<file path="src/rtl/fft_ctrl_pkg.sv">
`default_nettype none
// +--------------------------------------------------------------------------+
// | fft_ctrl_pkg : shared types, sizes and the stage address rotation        |
// | Revision     : 1.0                                                       |
// +--------------------------------------------------------------------------+
package fft_ctrl_pkg;

   localparam int NUM_GROUPS = 2048;
   localparam int ADDR_W     = 11;
   localparam int STAGE_W    = 3;

   typedef enum logic [1:0] {
      S_IDLE  = 2'd0,
      S_RUN   = 2'd1,
      S_DRAIN = 2'd2,
      S_DONE  = 2'd3
   } state_t;

   // Rotate the group index left by 2*stage (mod ADDR_W) bits.
   function automatic logic [ADDR_W-1:0] stage_rotl(input logic [ADDR_W-1:0] i_addr,
                                                   input logic [STAGE_W-1:0] i_stage);
      int                    amt;
      logic [2*ADDR_W-1:0]   dbl;
      amt = (2 * int'(i_stage)) % ADDR_W;
      dbl = {i_addr, i_addr} << amt;
      return dbl[2*ADDR_W-1 -: ADDR_W];
   endfunction

endpackage
`default_nettype wire

</file>
<file path="src/rtl/fft_addr_fifo.sv">
`default_nettype none
// +--------------------------------------------------------------------------+
// | fft_addr_fifo : show-ahead FIFO holding write-back group addresses       |
// | Revision      : 1.0                                                      |
// +--------------------------------------------------------------------------+
module fft_addr_fifo #(
   parameter int WIDTH = 11,
   parameter int DEPTH = 16
) (
   input  logic                       clk,
   input  logic                       rst_n,
   input  logic                       i_push,
   input  logic [WIDTH-1:0]           i_din,
   input  logic                       i_pop,
   output logic [WIDTH-1:0]           o_dout,
   output logic                       o_full,
   output logic                       o_empty,
   output logic [$clog2(DEPTH):0]     o_count
);

   localparam int PTR_W = $clog2(DEPTH);
   localparam int CNT_W = PTR_W + 1;
   localparam logic [CNT_W-1:0] c_full_cnt = CNT_W'(DEPTH);

   logic [WIDTH-1:0] r_mem [DEPTH];
   logic [PTR_W-1:0] r_wr_ptr;
   logic [PTR_W-1:0] r_rd_ptr;
   logic [CNT_W-1:0] r_count;
   logic             w_push;
   logic             w_pop;

   assign w_push = i_push && !o_full;
   assign w_pop  = i_pop && !o_empty;

   always_ff @(posedge clk or negedge rst_n) begin
      if (!rst_n) begin
         for (int i = 0; i < DEPTH; i++) begin
            r_mem[i] <= '0;
         end
         r_wr_ptr <= '0;
         r_rd_ptr <= '0;
         r_count  <= '0;
      end else begin
         if (w_push) begin
            r_mem[r_wr_ptr] <= i_din;
            r_wr_ptr        <= r_wr_ptr + 1'b1;
         end
         if (w_pop) begin
            r_rd_ptr <= r_rd_ptr + 1'b1;
         end
         case ({w_push, w_pop})
            2'b10:   r_count <= r_count + 1'b1;
            2'b01:   r_count <= r_count - 1'b1;
            default: r_count <= r_count;
         endcase
      end
   end

   assign o_dout  = r_mem[r_rd_ptr];
   assign o_full  = (r_count == c_full_cnt);
   assign o_empty = (r_count == '0);
   assign o_count = r_count;

endmodule
`default_nettype wire

</file>
<file path="src/rtl/fft4_stage_sequencer.sv">
`default_nettype none
// +--------------------------------------------------------------------------+
// | fft4_stage_sequencer : issues one radix-4 pass of group reads and        |
// | matches multiplier results to in-place write-back addresses. Rev 1.0     |
// +--------------------------------------------------------------------------+
module fft4_stage_sequencer
   import fft_ctrl_pkg::*;
#(
   parameter int RD_LAT     = 2,
   parameter int FIFO_DEPTH = 16
) (
   input  logic                 clk,
   input  logic                 rst_n,
   input  logic                 start,
   input  logic [STAGE_W-1:0]   stage,
   input  logic                 hold,
   output logic                 mem_rd_en,
   output logic [ADDR_W-1:0]    mem_rd_addr,
   output logic                 mul_valid,
   output logic [ADDR_W-1:0]    mul_lable,
   input  logic                 mul_ready,
   output logic                 wr_en,
   output logic [ADDR_W-1:0]    wr_addr,
   output logic                 busy,
   output logic                 done,
   output logic                 err
);

   localparam int CNT_W  = ADDR_W + 1;
   localparam int FCNT_W = $clog2(FIFO_DEPTH) + 1;
   localparam logic [CNT_W-1:0] c_last_issue = CNT_W'(NUM_GROUPS - 1);
   localparam logic [CNT_W-1:0] c_num_groups = CNT_W'(NUM_GROUPS);

   state_t               r_state;
   state_t               w_state_nxt;
   logic [STAGE_W-1:0]   r_stage;
   logic [CNT_W-1:0]     r_issue_cnt;
   logic [CNT_W-1:0]     r_out_cnt;
   logic [ADDR_W-1:0]    r_last_addr;
   logic                 r_err;
   logic [RD_LAT-1:0]    r_vld_dly;
   logic [ADDR_W-1:0]    r_lbl_dly [RD_LAT];

   logic                 w_busy;
   logic                 w_issue;
   logic                 w_pop;
   logic [ADDR_W-1:0]    w_rd_addr;
   logic [ADDR_W-1:0]    w_fifo_head;
   logic                 w_fifo_full;
   logic                 w_fifo_empty;
   logic [FCNT_W-1:0]    w_fifo_count;

   always_comb begin
      w_state_nxt = r_state;
      w_busy      = (r_state == S_RUN) || (r_state == S_DRAIN);
      // Full is the registered occupancy, so a same-cycle pop cannot unblock issue.
      w_issue     = (r_state == S_RUN) && !hold && !w_fifo_full;
      w_pop       = mul_ready && w_busy && !w_fifo_empty;
      w_rd_addr   = stage_rotl(r_issue_cnt[ADDR_W-1:0], r_stage);
      case (r_state)
         S_IDLE:  if (start) w_state_nxt = S_RUN;
         S_RUN:   if (w_issue && (r_issue_cnt == c_last_issue)) w_state_nxt = S_DRAIN;
         S_DRAIN: if ((r_out_cnt == c_num_groups) && (w_fifo_count == '0)) w_state_nxt = S_DONE;
         S_DONE:  w_state_nxt = S_IDLE;
         default: w_state_nxt = S_IDLE;
      endcase
   end

   always_ff @(posedge clk or negedge rst_n) begin
      if (!rst_n) begin
         r_state     <= S_IDLE;
         r_stage     <= '0;
         r_issue_cnt <= '0;
         r_out_cnt   <= '0;
         r_last_addr <= '0;
         r_err       <= 1'b0;
      end else begin
         r_state <= w_state_nxt;
         if ((r_state == S_IDLE) && start) begin
            r_stage     <= stage;
            r_issue_cnt <= '0;
            r_out_cnt   <= '0;
         end else begin
            if (w_issue) begin
               r_issue_cnt <= r_issue_cnt + 1'b1;
            end
            if (w_pop) begin
               r_out_cnt <= r_out_cnt + 1'b1;
            end
         end
         if (w_issue) begin
            r_last_addr <= w_rd_addr;
         end
         if (mul_ready && !w_pop) begin
            r_err <= 1'b1;
         end
      end
   end

   // Valid and lable ride a RD_LAT-deep pipe so they meet the bank read data.
   always_ff @(posedge clk or negedge rst_n) begin
      if (!rst_n) begin
         r_vld_dly <= '0;
         for (int i = 0; i < RD_LAT; i++) begin
            r_lbl_dly[i] <= '0;
         end
      end else begin
         r_vld_dly[0] <= w_issue;
         r_lbl_dly[0] <= r_issue_cnt[ADDR_W-1:0];
         for (int i = 1; i < RD_LAT; i++) begin
            r_vld_dly[i] <= r_vld_dly[i-1];
            r_lbl_dly[i] <= r_lbl_dly[i-1];
         end
      end
   end

   fft_addr_fifo #(
      .WIDTH (ADDR_W),
      .DEPTH (FIFO_DEPTH)
   ) u_addr_fifo (
      .clk     (clk),
      .rst_n   (rst_n),
      .i_push  (w_issue),
      .i_din   (w_rd_addr),
      .i_pop   (w_pop),
      .o_dout  (w_fifo_head),
      .o_full  (w_fifo_full),
      .o_empty (w_fifo_empty),
      .o_count (w_fifo_count)
   );

   assign mem_rd_en   = w_issue;
   assign mem_rd_addr = w_issue ? w_rd_addr : r_last_addr;
   assign mul_valid   = r_vld_dly[RD_LAT-1];
   assign mul_lable   = r_lbl_dly[RD_LAT-1];
   assign wr_en       = w_pop;
   assign wr_addr     = w_fifo_head;
   assign busy        = w_busy;
   assign done        = (r_state == S_DONE);
   assign err         = r_err;

endmodule
`default_nettype wire
</file>
<file path="config.mk">
export PLATFORM = sky130hd
export DESIGN_NAME = fft4_stage_sequencer
export DESIGN_NICKNAME = d
export VERILOG_FILES = /design/src/rtl/fft_ctrl_pkg.sv /design/src/rtl/fft_addr_fifo.sv /design/src/rtl/fft4_stage_sequencer.sv
export SDC_FILE = /design/constraint.sdc
export NUM_CORES = 1
export LEC_CHECK = 0
export CAP_MARGIN = 15
export CORE_MARGIN = 2
export CORE_UTILIZATION = 55
export CTS_BUF_LIST = sky130_fd_sc_hd__clkbuf_4 sky130_fd_sc_hd__clkbuf_8
export CTS_CLUSTER_SIZE = 24
export DETAILED_ROUTE_END_ITERATION = 8
export PLACE_DENSITY_LB_ADDON = 0.05
export RECOVER_POWER = 100
export SLEW_MARGIN = 10
export SYNTH_ARGS = -nofsm -noshare
export SYNTH_HDL_FRONTEND = slang
export SYNTH_HIERARCHICAL = 1
export SYNTH_SLANG_ARGS = --single-unit
</file>
<file path="constraint.sdc">
create_clock -name clk -period 10.6 [get_ports clk]
set_input_delay 1.59 -clock clk [delete_from_list [all_inputs] [get_ports clk]]
set_output_delay 1.59 -clock clk [all_outputs]
set_load 0.01 [all_outputs]
</file>
== After elaboration in Yosys (flattened, before gate mapping) ==
Cells that the tools add are included.
W data, S select, Z words.
Cells by class
  reductions and logical operators: 22
  add/subtract/negate cells: 6
  equality and inequality tests: 11
  magnitude comparators: 3
  div/mod/pow operators: 1
  bitwise operators: 2
  shift operators: 1
  multiplexer cells: 16
Operator list (number)
  $bwmux W176: 1
  $mux W12: 4
  $bmux W11 S4: 1
  $demux W11 S4: 1
  $mux W11: 4
  $mod A5 B5 Y32 const B: 1
  $shl A22 B32 Y22: 1
  $add A12 B1 Y12 const B: 2
  $eq A12 B11 Y1 const B: 1
  $eq A12 B12 Y1 const B: 1
  $logic_and A1 B1 Y1: 11
  $ge A5 B5 Y1 const B: 2
  $not A4 Y5: 2
  $pmux W5 S2: 1
  $add A4 B1 Y4 const B: 2
  $pmux W2 S4: 1
  $eq A2 B2 Y1 const B: 3
  $mux W2: 3
  $reduce_bool A2 Y1: 3
  $add A5 B1 Y5 const B: 1
  $eq A5 B5 Y1 const B: 1
  $logic_not A5 Y1: 1
  $lt A5 B1 Y1 const B: 1
  $sub A5 B1 Y5 const B: 1
  other kinds (7): 12
Storage, ports and cells
  input bits: 8
  output and inout bits: 39
  register bits: 254

== Depth between registers and ports, before layout ==
Gate-level depths: netlist (run 1).
  depth in word-level cells: 7
  depth in mapped cells: 17

== Cells and area by module ==
Netlist (run 1), hierarchy kept.
By module, submodules not included
  fft_addr_fifo: cells each 623, instances 1, area an instance 9001.1 sq um
  fft4_stage_sequencer: cells each 243, instances 1, area an instance 3129.3 sq um

== Worst setup path after synthesis (run 1) ==
No wires, ideal clock.
  path type: input port to flip-flop
  start point: input hold
  end point: register u_addr_fifo.r_count[4] (netlist: u_addr_fifo/o_count[4])
  arrival: 4.226 ns
  library setup time: 0.123 ns
  required time: 10.477 ns
  stages on the path: 13
  slack: 6.250 ns
  path through: nor3b_2 -> buf_6 -> buf_2 -> and2_4 -> buf_6 -> inv_1 -> ha_1 -> ha_1 -> nor2b_1 -> o21ai_0 -> a21oi_1 -> or3b_2 -> xnor2_1
Between the ends
  word-level cells in the longest chain between the ends: 6
  elaborated cells on any way between the ends: 8
  those cells by class: eq/ne (2); mux (1); reduce/logical (5)
RTL lines
  start, declared: line fft4_stage_sequencer.sv:16  | input logic hold,
  $logic_not A1 Y1 *: line fft4_stage_sequencer.sv:57  | w_issue = (r_state == S_RUN) && !hold && !w_fifo_full;
  $logic_and A1 B1 Y1 * (2 in series): line fft4_stage_sequencer.sv:57
  via mem_rd_en: line fft4_stage_sequencer.sv:17  | output logic mem_rd_en,
  $logic_and A1 B1 Y1 *: line fft_addr_fifo.sv:32  | assign w_push = i_push && !o_full;
  $eq A2 B1 Y1 / $eq A2 B2 Y1 (equally long branches): line fft_addr_fifo.sv:51  | case ({w_push, w_pop})
  $pmux W5 S2 / $reduce_bool A2 Y1 (equally long branches)
  end signal, assigned: line fft_addr_fifo.sv:52  | 2'b10: r_count <= r_count + 1'b1;
  end signal, assigned: line fft_addr_fifo.sv:53  | 2'b01: r_count <= r_count - 1'b1;
  end signal, assigned: line fft_addr_fifo.sv:54  | default: r_count <= r_count;
  end, declared: line fft_addr_fifo.sv:28  | logic [CNT_W-1:0] r_count;
Mark *: on every way through the listed nets, which the timed path passes. The rest lies on a longest branch.
A chain may end at the register's enable or synchronous reset.

== Worst setup path in the final report (run 1) ==
  start point: register u_addr_fifo.r_rd_ptr[0]
  end point: output wr_addr[7]
Between the ends
  word-level cells in the longest chain between the ends: 4
RTL lines
  start, declared: line fft_addr_fifo.sv:27  | logic [PTR_W-1:0] r_rd_ptr;
  start signal, assigned: line fft_addr_fifo.sv:49  | r_rd_ptr <= r_rd_ptr + 1'b1;
  $not A4 Y5 (implied by the code): line fft_addr_fifo.sv:59  | assign o_dout = r_mem[r_rd_ptr];
  $bmux W11 S4: line fft_addr_fifo.sv:59
  $mux W11 (implied by the code) (2 in series): line fft_addr_fifo.sv:59
  end, declared: line fft4_stage_sequencer.sv:23  | output logic [ADDR_W-1:0] wr_addr,
No other way between the ends. The select of a mux whose other input is x is not followed.

==> flow_metrics.tcl, run 1 <==
set metrics [dict create \
    height_of_the_die_um 153 \
    worstHoldPathType "register to register" \
    die_width_um 153 \
    diodes 0 \
    place.detailed.instances 1128 \
    vias_in_the_first_global_route 7789 \
    post_cts_resized 0 \
    number_of_buffers_and_inverters_on_the_critical_path 2 \
    fin_nets 919 \
    synth.top_cell.area_share_pct 52.4 \
    cpPeakStageDelay_ns 2.59 \
    power-per-cell-area_nw_per_um2 274 \
    final_antenna_net_count 0 \
    dominant_synthesized_flop_cell "sky130_fd_sc_hd__dfrtp_1" \
    max_stage_delay_cell_worst_path "sky130_fd_sc_hd__clkbuf_1" \
    final_core_utilization_pct 61.4 \
    clockBufferDepth 3 \
    totalWireLength_mm 27.0 \
    finalSetupTns_ns 0 \
    fillers 1682 \
    route.detailed.vias_per_inst 5.99 \
    area_growth_syn_to_layout_pct 10.2 \
    synth_cells 866 \
    mostFrequentLayoutCell "sky130_fd_sc_hd__dfrtp_1" \
    cts.sink_count 254 \
    worst_clock_skew_ns 0.0188 \
    drt-initial-drc-count 372 \
    worst_ir_drop_vdd_mv 0.168 \
    critical_path.max_fanout 48 \
    synth.area.top_cells "sky130_fd_sc_hd__dfrtp_1 52%, sky130_fd_sc_hd__mux2_2 18%, sky130_fd_sc_hd__mux4_2 5.4%" \
    design.die.area_um2 23300 \
    grt_first_pass_wirelength_mm 43.4 \
    grt_max_degree 91 \
    top_level_ports 47 \
    initial_util_pct 55.8 \
    clk_root_buffer_cell "sky130_fd_sc_hd__clkbuf_8" \
    number_of_vias_after_detailed_routing 7215 \
    max_capacitance_violation_count 2 \
    power.leakage_uw 0.00634 \
    number_of_distinct_library_cells_after_synthesis 49 \
    synth_seq_area_share_pct 52.4 \
    synth.avg_cell_area_um2 14.0 \
    number_of_antenna_violations_at_the_first_check_in_global_routing 0 \
    syn-cell-area_um2 12100 \
    cts_setup_buffers 0 \
    fp.coreArea_um2 21800 \
    crit_family "buffers and inverters" \
    final_cell_mix "253 x sky130_fd_sc_hd__dfrtp_1, 187 x sky130_fd_sc_hd__mux2_2, 56 x sky130_fd_sc_hd__clkbuf_8" \
    crit_path_frequent_cell "sky130_fd_sc_hd__o21ai_0" \
    std_cell_rows 54 \
    max_freq_mhz 137 \
    rsz0062_at_grt "false" \
    clock_tree.htree_level_count 2 \
    cts_inserted_buffers 44 \
    asyncSetResetFlopFracSynth_pct 100 \
    start_kind "register" \
    timing.final.hold_violations 0 \
    gr-usage-all-layers_pct 23.8 \
    critical_path_cell_list "clkbuf_1 -> mux2_2 -> o21ai_0 -> a21oi_1 -> o21ai_0 -> nand2_1 -> dlygate4sd3_1" \
    tritoncts "yes" \
    totalPowerFinal_uw 3660 \
    cts.reportedPaths.clkPinSlew_ns 0.06 \
    cp_data_required_time_ns 9.01 \
    wire_per_inst_um 22.4 \
    max_slew.worst_pin.slew_ns 4.59 \
    worst_setup_path_end_kind "output port" \
    final_layout_size_suffix_gt1_share_pct 33.7 \
    syn_nets 891 \
    result_of_the_run "finished with violations" \
    period_minus_slack_ns 7.32 \
    cts_hold_repair.buffers 0 \
    drc 0 \
    layoutNonFillerInstCount 1204 \
    final_cell_area_um2 13400 \
    fin_crit_sh_pct 69.1 \
    synth_area_leader_cell "sky130_fd_sc_hd__dfrtp_1" \
    synth-edff-count 0 \
    final_max_slew_viol_count 136 \
    relSlewSlack_pct -206 \
    timing_worst_setup_path_type "register to output port" \
    clkLatencyLatePin_ns 0.54 \
    global_route.overflow_total 0 \
    globalplace.congestion 0.811 \
    first_pass_iters 5 \
    yosysWarningCount 6 \
    placement.io_buffers 46 \
    detailedPlacementHpwl_mm 16.7 \
    synth_seq_cells 254 \
    cp_data_arrival_time_ns 5.73 \
    placed_cell_area_um2 12500 \
    setup_viol 0 \
    failing_checks "max-capacitance violations, max-slew violations" \
]
worst paths after layout:
check | start | to | slack [ns] | depth (start not counted)
min in group asynchronous | rst_n | u_addr_fifo/r_mem[4] | 2.68 | 1
max in group asynchronous | rst_n | u_addr_fifo/r_rd_ptr[0] | 4.92 | 2
max | u_addr_fifo/r_rd_ptr[0] | wr_addr[7] | 3.28 | 7
max reg2reg | u_addr_fifo/o_count[0] | u_addr_fifo/o_count[4] | 5.87 | 14
min reg2reg | r_lbl_dly[14] | mul_lable[3] | 0.35 | 0
min | r_lbl_dly[14] | mul_lable[3] | 0.35 | 0
power by group:
group / switching, uW / leakage, uW / internal, uW
Combinational: 638 / 0.00248 / 602
Clock: 391 / 0.000525 / 606
Sequential: 194 / 0.00334 / 1220
area by class of cell:
type	instances	area [um^2]	share of cell area, %
well taps	280	350	2.62
inverters	12	45.0	0.337
clock inverters	10	153	1.14
repair buffers	54	510	3.82
multi-input cells	528	5100	38.2
flip-flops and latches	254	6360	47.6
clock buffers	66	846	6.33
state kept, by name, summed over array words and instances (netlist names):
signal and count:
err 1, mul_lable 11, r_issue_cnt 12, r_last_addr 11
r_lbl_dly 11, r_out_cnt 12, r_stage 3, r_state 2
r_vld_dly 2, u_addr_fifo/o_count 5, u_addr_fifo/r_mem 176, u_addr_fifo/r_rd_ptr 4
u_addr_fifo/r_wr_ptr 4
per-stage QoR:
stage               hold slack [ns]  worst slack (ns)
floorplan                     0.331              6.25
global placement              0.333              5.60
detailed placement            0.335              5.54
CTS                           0.349              5.30
global route                  0.355              2.81
finish                        0.346              3.28
synthesized netlist by cell type (3+ instances only):
library cell / instances
sky130_fd_sc_hd__xor2_1: 14
sky130_fd_sc_hd__a22oi_1: 11
sky130_fd_sc_hd__clkbuf_1: 26
sky130_fd_sc_hd__mux4_1: 4
sky130_fd_sc_hd__or3_1: 8
sky130_fd_sc_hd__nand3_2: 12
sky130_fd_sc_hd__nand2_1: 40
sky130_fd_sc_hd__buf_2: 7
sky130_fd_sc_hd__inv_1: 12
sky130_fd_sc_hd__a221oi_1: 11
sky130_fd_sc_hd__nor2b_1: 6
sky130_fd_sc_hd__o21ai_0: 35
sky130_fd_sc_hd__a21oi_1: 21
sky130_fd_sc_hd__xnor2_1: 9
sky130_fd_sc_hd__mux2i_1: 35
sky130_fd_sc_hd__mux2_2: 189
sky130_fd_sc_hd__buf_4: 17
sky130_fd_sc_hd__buf_6: 17
sky130_fd_sc_hd__nand4_1: 11
sky130_fd_sc_hd__and2_1: 3
sky130_fd_sc_hd__mux2_4: 20
sky130_fd_sc_hd__nor4_1: 3
sky130_fd_sc_hd__nand3_1: 9
sky130_fd_sc_hd__mux4_2: 29
sky130_fd_sc_hd__ha_1: 16
sky130_fd_sc_hd__nor2_1: 17
sky130_fd_sc_hd__dfrtp_1: 254
metal layers:
| layer | wire [um] | track usage (%) |
|---|---|---|
| met3 | 962 | 3.75 |
| met1 | 11600 | 31.4 |
| met5 | 0 | 0 |
| met2 | 13700 | 40.9 |
| met4 | 729 | 7.76 |
logic make-up (layout without fill, tap and decap cells):
family | Yosys count | after routing | synth area share, %
XOR/XNOR | 23 | 23 | 1.66
adder cells (fa/ha/maj) | 17 | 17 | 1.82
flip-flops | 254 | 254 | 52.4
buffers and inverters | 84 | 142 | 4.45
multiplexers | 279 | 279 | 29.3
AND/OR/NAND/NOR | 126 | 126 | 6.17
AO/OA/AOI/OAI | 83 | 83 | 4.17
Note: power is estimated with default switching activity, not from simulation.
==> inputs of run 2 (changes only) <==
Clock period 10.6 ns to 7 ns, I/O delays scaled along.
==> flow_metrics.tcl, run 2 (synthesized netlist as in run 1, its figures left out) <==
set metrics [dict create \
    max_capacitance_violation_count 1 \
    cts.reportedPaths.clkPinSlew_ns 0.05 \
    wire_per_inst_um 22.3 \
    cts_setup_buffers 0 \
    cts_inserted_buffers 44 \
    drt-initial-drc-count 334 \
    totalWireLength_mm 26.9 \
    holdCritStartpoint "r_lbl_dly[18]" \
    top_flop_regs "u_addr_fifo/r_mem (176), r_issue_cnt (12), r_out_cnt (12)" \
    drc 0 \
    cts.sink_count 254 \
    fin_nets 918 \
    design.die.area_um2 23300 \
    worstHoldPathType "register to register" \
    timing.final.hold_violations 0 \
    number_of_vias_after_detailed_routing 7188 \
    worst_clock_skew_ns 0.0281 \
    clockBufferDepth 3 \
    finalSetupTns_ns 0 \
    detailedPlacementHpwl_mm 16.8 \
    start_kind "input pin" \
    globalplace.congestion 0.859 \
    post_cts_resized 0 \
    std_cell_rows 54 \
    first_pass_iters 5 \
    totalPowerFinal_uw 5520 \
    clkLatencyLatePin_ns 0.55 \
    cts_hold_repair.buffers 0 \
    timing.rr.end "u_addr_fifo/o_count[4]" \
    reg2regPathDepth 14 \
    global_route.overflow_total 0 \
    final_max_slew_viol_count 156 \
    die_width_um 153 \
    gr-usage-all-layers_pct 23.8 \
    cp_data_required_time_ns 5.95 \
    fin_crit_sh_pct 69.3 \
    critical_path.max_fanout 24 \
    worst_hold_path.num_cells 0 \
    height_of_the_die_um 153 \
    final_layout_size_suffix_gt1_share_pct 34.0 \
    rsz0062_at_grt "false" \
    final_cell_mix "253 x sky130_fd_sc_hd__dfrtp_1, 186 x sky130_fd_sc_hd__mux2_2, 64 x sky130_fd_sc_hd__clkbuf_8" \
    setup_viol 0 \
    min_delay_worst_endpoint "mul_lable[7]" \
    period_minus_slack_ns 4.85 \
    top_level_ports 47 \
    max_freq_mhz 206 \
    final_antenna_net_count 0 \
    diodes 0 \
    grt_max_degree 156 \
    worst_setup_path_end_kind "output port" \
    number_of_antenna_violations_at_the_first_check_in_global_routing 0 \
    cp_data_arrival_time_ns 3.80 \
    fp.coreArea_um2 21800 \
    failing_checks "max-capacitance violations, max-slew violations" \
    placement.io_buffers 46 \
    grt_first_pass_wirelength_mm 43.3 \
    clock_tree.htree_level_count 2 \
    clk_root_buffer_cell "sky130_fd_sc_hd__clkbuf_8" \
    route.detailed.vias_per_inst 5.96 \
    mostFrequentLayoutCell "sky130_fd_sc_hd__dfrtp_1" \
    result_of_the_run "finished with violations" \
    largest_register_ffs 176 \
    vias_in_the_first_global_route 7860 \
    worst_ir_drop_vdd_mv 0.233 \
    relSlewSlack_pct -148 \
    initial_util_pct 55.8 \
    area_growth_syn_to_layout_pct 10.5 \
    power.leakage_uw 0.00638 \
    max_slew.worst_pin.slew_ns 3.73 \
    r2r-start "u_addr_fifo/o_count[0]" \
    fillers 1704 \
    timing_worst_setup_path_type "input pin to output port" \
    power-per-cell-area_nw_per_um2 412 \
    tritoncts "yes" \
    registers.top_by_ff_count "u_addr_fifo/r_mem" \
    flop_to_flop_setup_slack_ns 2.81 \
]
## run 2: layout make-up
type | instances | area [um^2] | share of cell area (%)
Sequential cell | 254 | 6360 | 47.5
Multi-Input combinational cell | 528 | 5100 | 38.0
Clock buffer | 74 | 956 | 7.13
Timing Repair Buffer | 53 | 512 | 3.82
Tap cell | 280 | 350 | 2.61
Clock inverter | 6 | 80.1 | 0.598
Inverter | 12 | 45.0 | 0.336
## run 2: critical path, cell delays in order
cell,delay [ns]
sky130_fd_sc_hd__dlygate4sd3_1,0.57
sky130_fd_sc_hd__nor3b_4,0.19
sky130_fd_sc_hd__clkbuf_1,0.94
sky130_fd_sc_hd__mux2_1,0.43
sky130_fd_sc_hd__dlygate4sd3_1,0.62
## run 2: stage by stage
stage	setup slack [ns]	instances	area (um^2)	hold slack [ns]	util (%)
after floorplan	3.19	866	12100	0.331	-
after global placement	2.71	1127	12500	0.333	57.6
after detailed placement	2.61	1127	12500	0.336	57.6
after CTS	2.35	1207	13600	0.352	62.3
after global routing	1.54	1207	13400	0.356	61.6
final	2.15	1207	13400	0.350	61.6
## run 2: worst max-delay path by stage
stage / from / endpoint / slack [ns]
2_1_floorplan: hold / u_addr_fifo/o_count[4] / 3.19
6_report: hold / mem_rd_addr[2] / 2.15
4_1_cts: u_addr_fifo/r_rd_ptr[0] / wr_addr[1] / 2.35
3_5_place_dp: hold / u_addr_fifo/o_count[4] / 2.61
5_1_grt: rst_n / r_out_cnt[3] / 1.54
3_3_place_gp: hold / u_addr_fifo/o_count[4] / 2.71
## run 2: where the power goes
part / internal, uW / switching (uW)
Combinational: 896 / 913
Sequential: 1850 / 336
Clock: 932 / 591
## run 2: layer usage
layer  vias to the layer above  track usage [%]  wire [um]
met5                         -                0          0
met4                         0             7.19        699
met3                        56             4.07        910
met2                       148             40.8      13500
met1                      3778             31.5      11800
li1                       3206                -          -
==> RTL edit 1: new RTL, flow settings as in run 2 <==
Register the output `err` once more, with the module's reset; this adds one clock of latency there. The other outputs are not delayed to match.
--- a/src/rtl/fft4_stage_sequencer.sv
+++ b/src/rtl/fft4_stage_sequencer.sv
@@ -139,3 +139,9 @@
    assign done        = (r_state == S_DONE);
-   assign err         = r_err;
+   always_ff @(posedge clk or negedge rst_n) begin
+      if (!rst_n) begin
+         err <= '0;
+      end else begin
+         err <= r_err;
+      end
+   end
 
Function: changed (a bounded check fails within 4 cycles, from zero or initial values and one cycle with rst_n low).
==> RTL edit 1 against run 2 <==
The flow still finishes with violations (capacitance limit, slew limit). Area after synthesis grew 1.0%. Sequential share of layout area grew 0.41 points. Cell area shrank 0.46%. Power shrank 14%. Critical endpoint is now wr_addr[1]. Setup slack lost 530 ps. Sequential cell count grew 1. Wire length grew 0.79%. Highest routed layer unchanged. Combinational power shrank 22%.
==> RTL edit 1: results (changes against run 2) <==
global-route wire length before repair=43700 um (+0.89%); number of global-route vias before repair=7993 (+1.7%); largest cells by area after synthesis=dfrtp_1 (52%), mux2_2 (19%), mux4_2 (6.6%); Worst setup startpoint=u_addr_fifo/r_rd_ptr[1]; reg2reg setup slack=2200 ps (-610 ps); worst slew pin tran=3450 ps (-276 ps); Final Max Slew Viols=141 (-9.6%); largest net degree at the start of global routing=141 (-9.6%); router iterations before antenna repair=4 (-1); GRT Util Overall=0.237 (-0.00167); outcome=finished with violations; hold path endpoint=mul_lable[3]; Layout Nets=948 (+3.3%); clock skew=34.1 ps (+6.02 ps); post-DP HPWL=16700 um (-0.71%); failing checks=capacitance limit, slew limit; Max-Cap Viols=1 (unchanged); Worst Reg-to-Reg Cells=13 (-1); Unique masters post-synth=50 (+2.0%); maximum vdd ir drop=0.000418 V (+80%); sequential-to-total area share from yosys stat=0.521 (-0.00325); syn nets=934 (+4.8%); routability cong.=0.813 (-5.3%); share of cells above drive strength 1=0.337 (-0.00295); DRT iter0 DRCs=421 (+26%); P_leak=0.00657 uW (+3.1%)
[RTL edit 1: worst max-delay path, cell delays in order (launching register included)]
cell,delay (ps)
dfrtp_1,800
clkbuf_1,730
and2_0,1020
a221oi_1,220
a22oi_1,260
nand2_1,120
dlygate4sd3_1,630
[RTL edit 1: stage by stage]
stage	setup slack (ps)	utilization	hold WS [ps]	total power (uW)	cell area, um2
3_5_place_dp	2180	0.577	335	3550	12600
6_report	1620	0.611	346	4770	13300
5_1_grt	1480	0.611	351	5050	13300
4_1_cts	2300	0.617	348	4900	13500
3_3_place_gp	2310	0.577	333	3480	12600
2_1_floorplan	2910	-	331	3030	12300
[RTL edit 1: layer usage]
metal | global-route usage | vias up | routed length, um
li1 | - | 3287 | -
met1 | 0.317 | 3824 | 12000
met2 | 0.382 | 174 | 12900
met3 | 0.0576 | 55 | 1460
met4 | 0.0802 | 0 | 721
met5 | 0 | - | 0
[RTL edit 1: power by group]
group          switching, uW  leakage [uW]  internal (uW)
Sequential               311       0.00350           1700
Clock                    571      0.000465            762
Combinational            739       0.00261            683
Total                   1620       0.00657           3150
[RTL edit 1: final cells by class]
class                   instances  share of cell area
inverters                      14             0.00394
flip-flops and latches        255               0.479
multi-input cells             556               0.390
clock buffers                  68              0.0636
well taps                     280              0.0263
clock inverters                 3             0.00141
repair buffers                 51              0.0363
[RTL edit 1: logic make-up (layout without fill, tap and decap cells)]
family | count (synthesis) | after routing | share of synthesized area
DFF | 255 | 255 | 0.521
muxes | 279 | 279 | 0.286
and+or+nand+nor | 153 | 153 | 0.0697
adders and majority gates | 18 | 18 | 0.0190
buffers and inverters | 97 | 136 | 0.0463
AOI/OAI and AO/OA | 80 | 80 | 0.0394
xor gates and xnor gates | 26 | 26 | 0.0186
==> RTL edit 2: new RTL, flow settings as in run 2 <==
Without the edit above. `ADDR_W`: 11 -> 10.
--- a/src/rtl/fft_ctrl_pkg.sv
+++ b/src/rtl/fft_ctrl_pkg.sv
@@ -8,3 +8,3 @@
    localparam int NUM_GROUPS = 2048;
-   localparam int ADDR_W     = 11;
+   localparam int ADDR_W     = 10;
    localparam int STAGE_W    = 3;
Interface: changed (resized mem_rd_addr, mul_lable and wr_addr); port bits go from 47 to 44. No check against the original RTL was run, so the function may have changed too.
==> RTL edit 2 against run 2 <==
The flow still finishes with violations (capacitance limit, slew limit). Cell area is 8.0% lower. Core utilization is 0.48 points lower. Setup slack worse by 930 ps. Die area is 7.0% lower. Sequential share of layout area is 0.13 points lower. Count of clock-buffer cells in the layout is 15 lower. Wire length is 3.3% lower. Power is 10% lower. Non-clock buffer count is 2 higher. Area after synthesis is 7.2% lower. Sequential cell count is 21 lower. Critical endpoint is now mem_rd_addr[8]. Largest cell class unchanged.
==> RTL edit 2: results (changes against run 2) <==
outcome=finished with violations; failing checks=capacitance limit, slew limit; reg2reg start=r_state[1]; Final Max Slew Viols=175 (+12%); routability cong.=0.884 (+2.9%); DRT iter0 DRCs=377 (+13%); placed cells=1117 (-0.89%); global-route wire length before repair=42100 um (-2.8%); number of global-route vias before repair=7736 (-1.6%); largest cells by area after synthesis=dfrtp_1 (52%), mux2_2 (17%), mux4_2 (4.0%); cts bufs inserted=41 (-6.8%); maximum vdd ir drop=0.000326 V (+40%); worst-path fanout max=19 (-21%); Max stage delay on crit path=760 ps (-180 ps); largest net degree at the start of global routing=112 (-28%); clock skew=15.1 ps (-13.0 ps); register area=5830 um2 (-8.3%); top flop regs=u_addr_fifo/r_mem: 160 flops, r_issue_cnt: 11 flops, r_out_cnt: 11 flops; worst path arrival time=4730 ps (+930 ps); # port buffers=43 (-6.5%); Unique masters post-synth=67 (+37%); share of cells above drive strength 1=0.296 (-0.0436); vias=7183 (-0.070%); post-DP HPWL=16300 um (-2.5%); Worst slew margin=-1.48 (+0.00470); Max-Cap Viols=4 (+3); P_leak=0.00584 uW (-8.4%); FILL cells=1611 (-5.5%); Layout Nets=921 (+0.33%); hold path endpoint=mul_lable[9]; Synth top cells by count=dfrtp_1 (233), mux2_2 (172), nand2_1 (43); HP Start=r_lbl_dly[19]; Total Wirelength=26000 um (-3.3%)
-- RTL edit 2: cell count changes after synthesis, moves of 7 or more --
cell	before	now
dfrtp_1	254	233
nand3_2	12	0
buf_6	17	3
mux2_4	20	0
mux2_2	189	172
o22ai_1	0	8
nor2_1	17	24
mux4_2	29	20
clkbuf_1	26	35
a22o_1	0	10
a221oi_1	11	21
nand3_4	0	12
-- RTL edit 2: cell type report --
type	instances	share of cell area
flip-flops and latches	233	0.473
multi-input cells	543	0.390
clock buffers	59	0.0588
repair buffers	55	0.0414
well taps	270	0.0274
inverters	18	0.00548
clock inverters	7	0.00386
-- RTL edit 2: metal layers --
metal | up-vias | track usage | share of wire
met5 | - | 0 | 0
met4 | 0 | 0.0755 | 0.024
met3 | 54 | 0.0519 | 0.047
met2 | 185 | 0.429 | 0.49
met1 | 3728 | 0.325 | 0.44
li1 | 3216 | - | -
-- RTL edit 2: metrics by stage --
stage | setup WS (ps) | area (um2) | hold WS [ps]
after floorplan | 3170 | 11300 | 331
after CTS | 1910 | 12500 | 351
after global routing | 809 | 12300 | 352
after global placement | 2430 | 11800 | 332
after detailed placement | 2320 | 11800 | 335
final | 1220 | 12300 | 349
-- RTL edit 2: how the worst max path moves through the flow --
stage               start                      end  slack [ps]  cells past startpoint
3_3_place_gp         hold           mem_rd_addr[0]        2430                      7
5_1_grt             rst_n  u_addr_fifo/r_rd_ptr[0]         810                      2
2_1_floorplan  r_stage[1]           mem_rd_addr[8]        3170                     10
3_5_place_dp         hold   u_addr_fifo/o_count[4]        2320                     12
6_report       r_stage[1]           mem_rd_addr[8]        1220                     11
4_1_cts        r_stage[1]           mem_rd_addr[8]        1910                     11
-- RTL edit 2: cells by family after synthesis --
logic type / Yosys count / synth area share
flip-flops: 233 / 0.518
multiplexers: 224 / 0.241
AND/OR/NAND/NOR: 140 / 0.0798
AO/OA/AOI/OAI: 133 / 0.0810
buffers and inverters: 82 / 0.0372
XOR/XNOR: 25 / 0.0194
adder cells (fa/ha/maj): 21 / 0.0240
-- RTL edit 2: power breakdown --
group | switching, uW | internal, uW | total (uW)
Clock | 533 | 662 | 1200
Combinational | 845 | 829 | 1670
Sequential | 351 | 1730 | 2080
Total | 1730 | 3220 | 4950
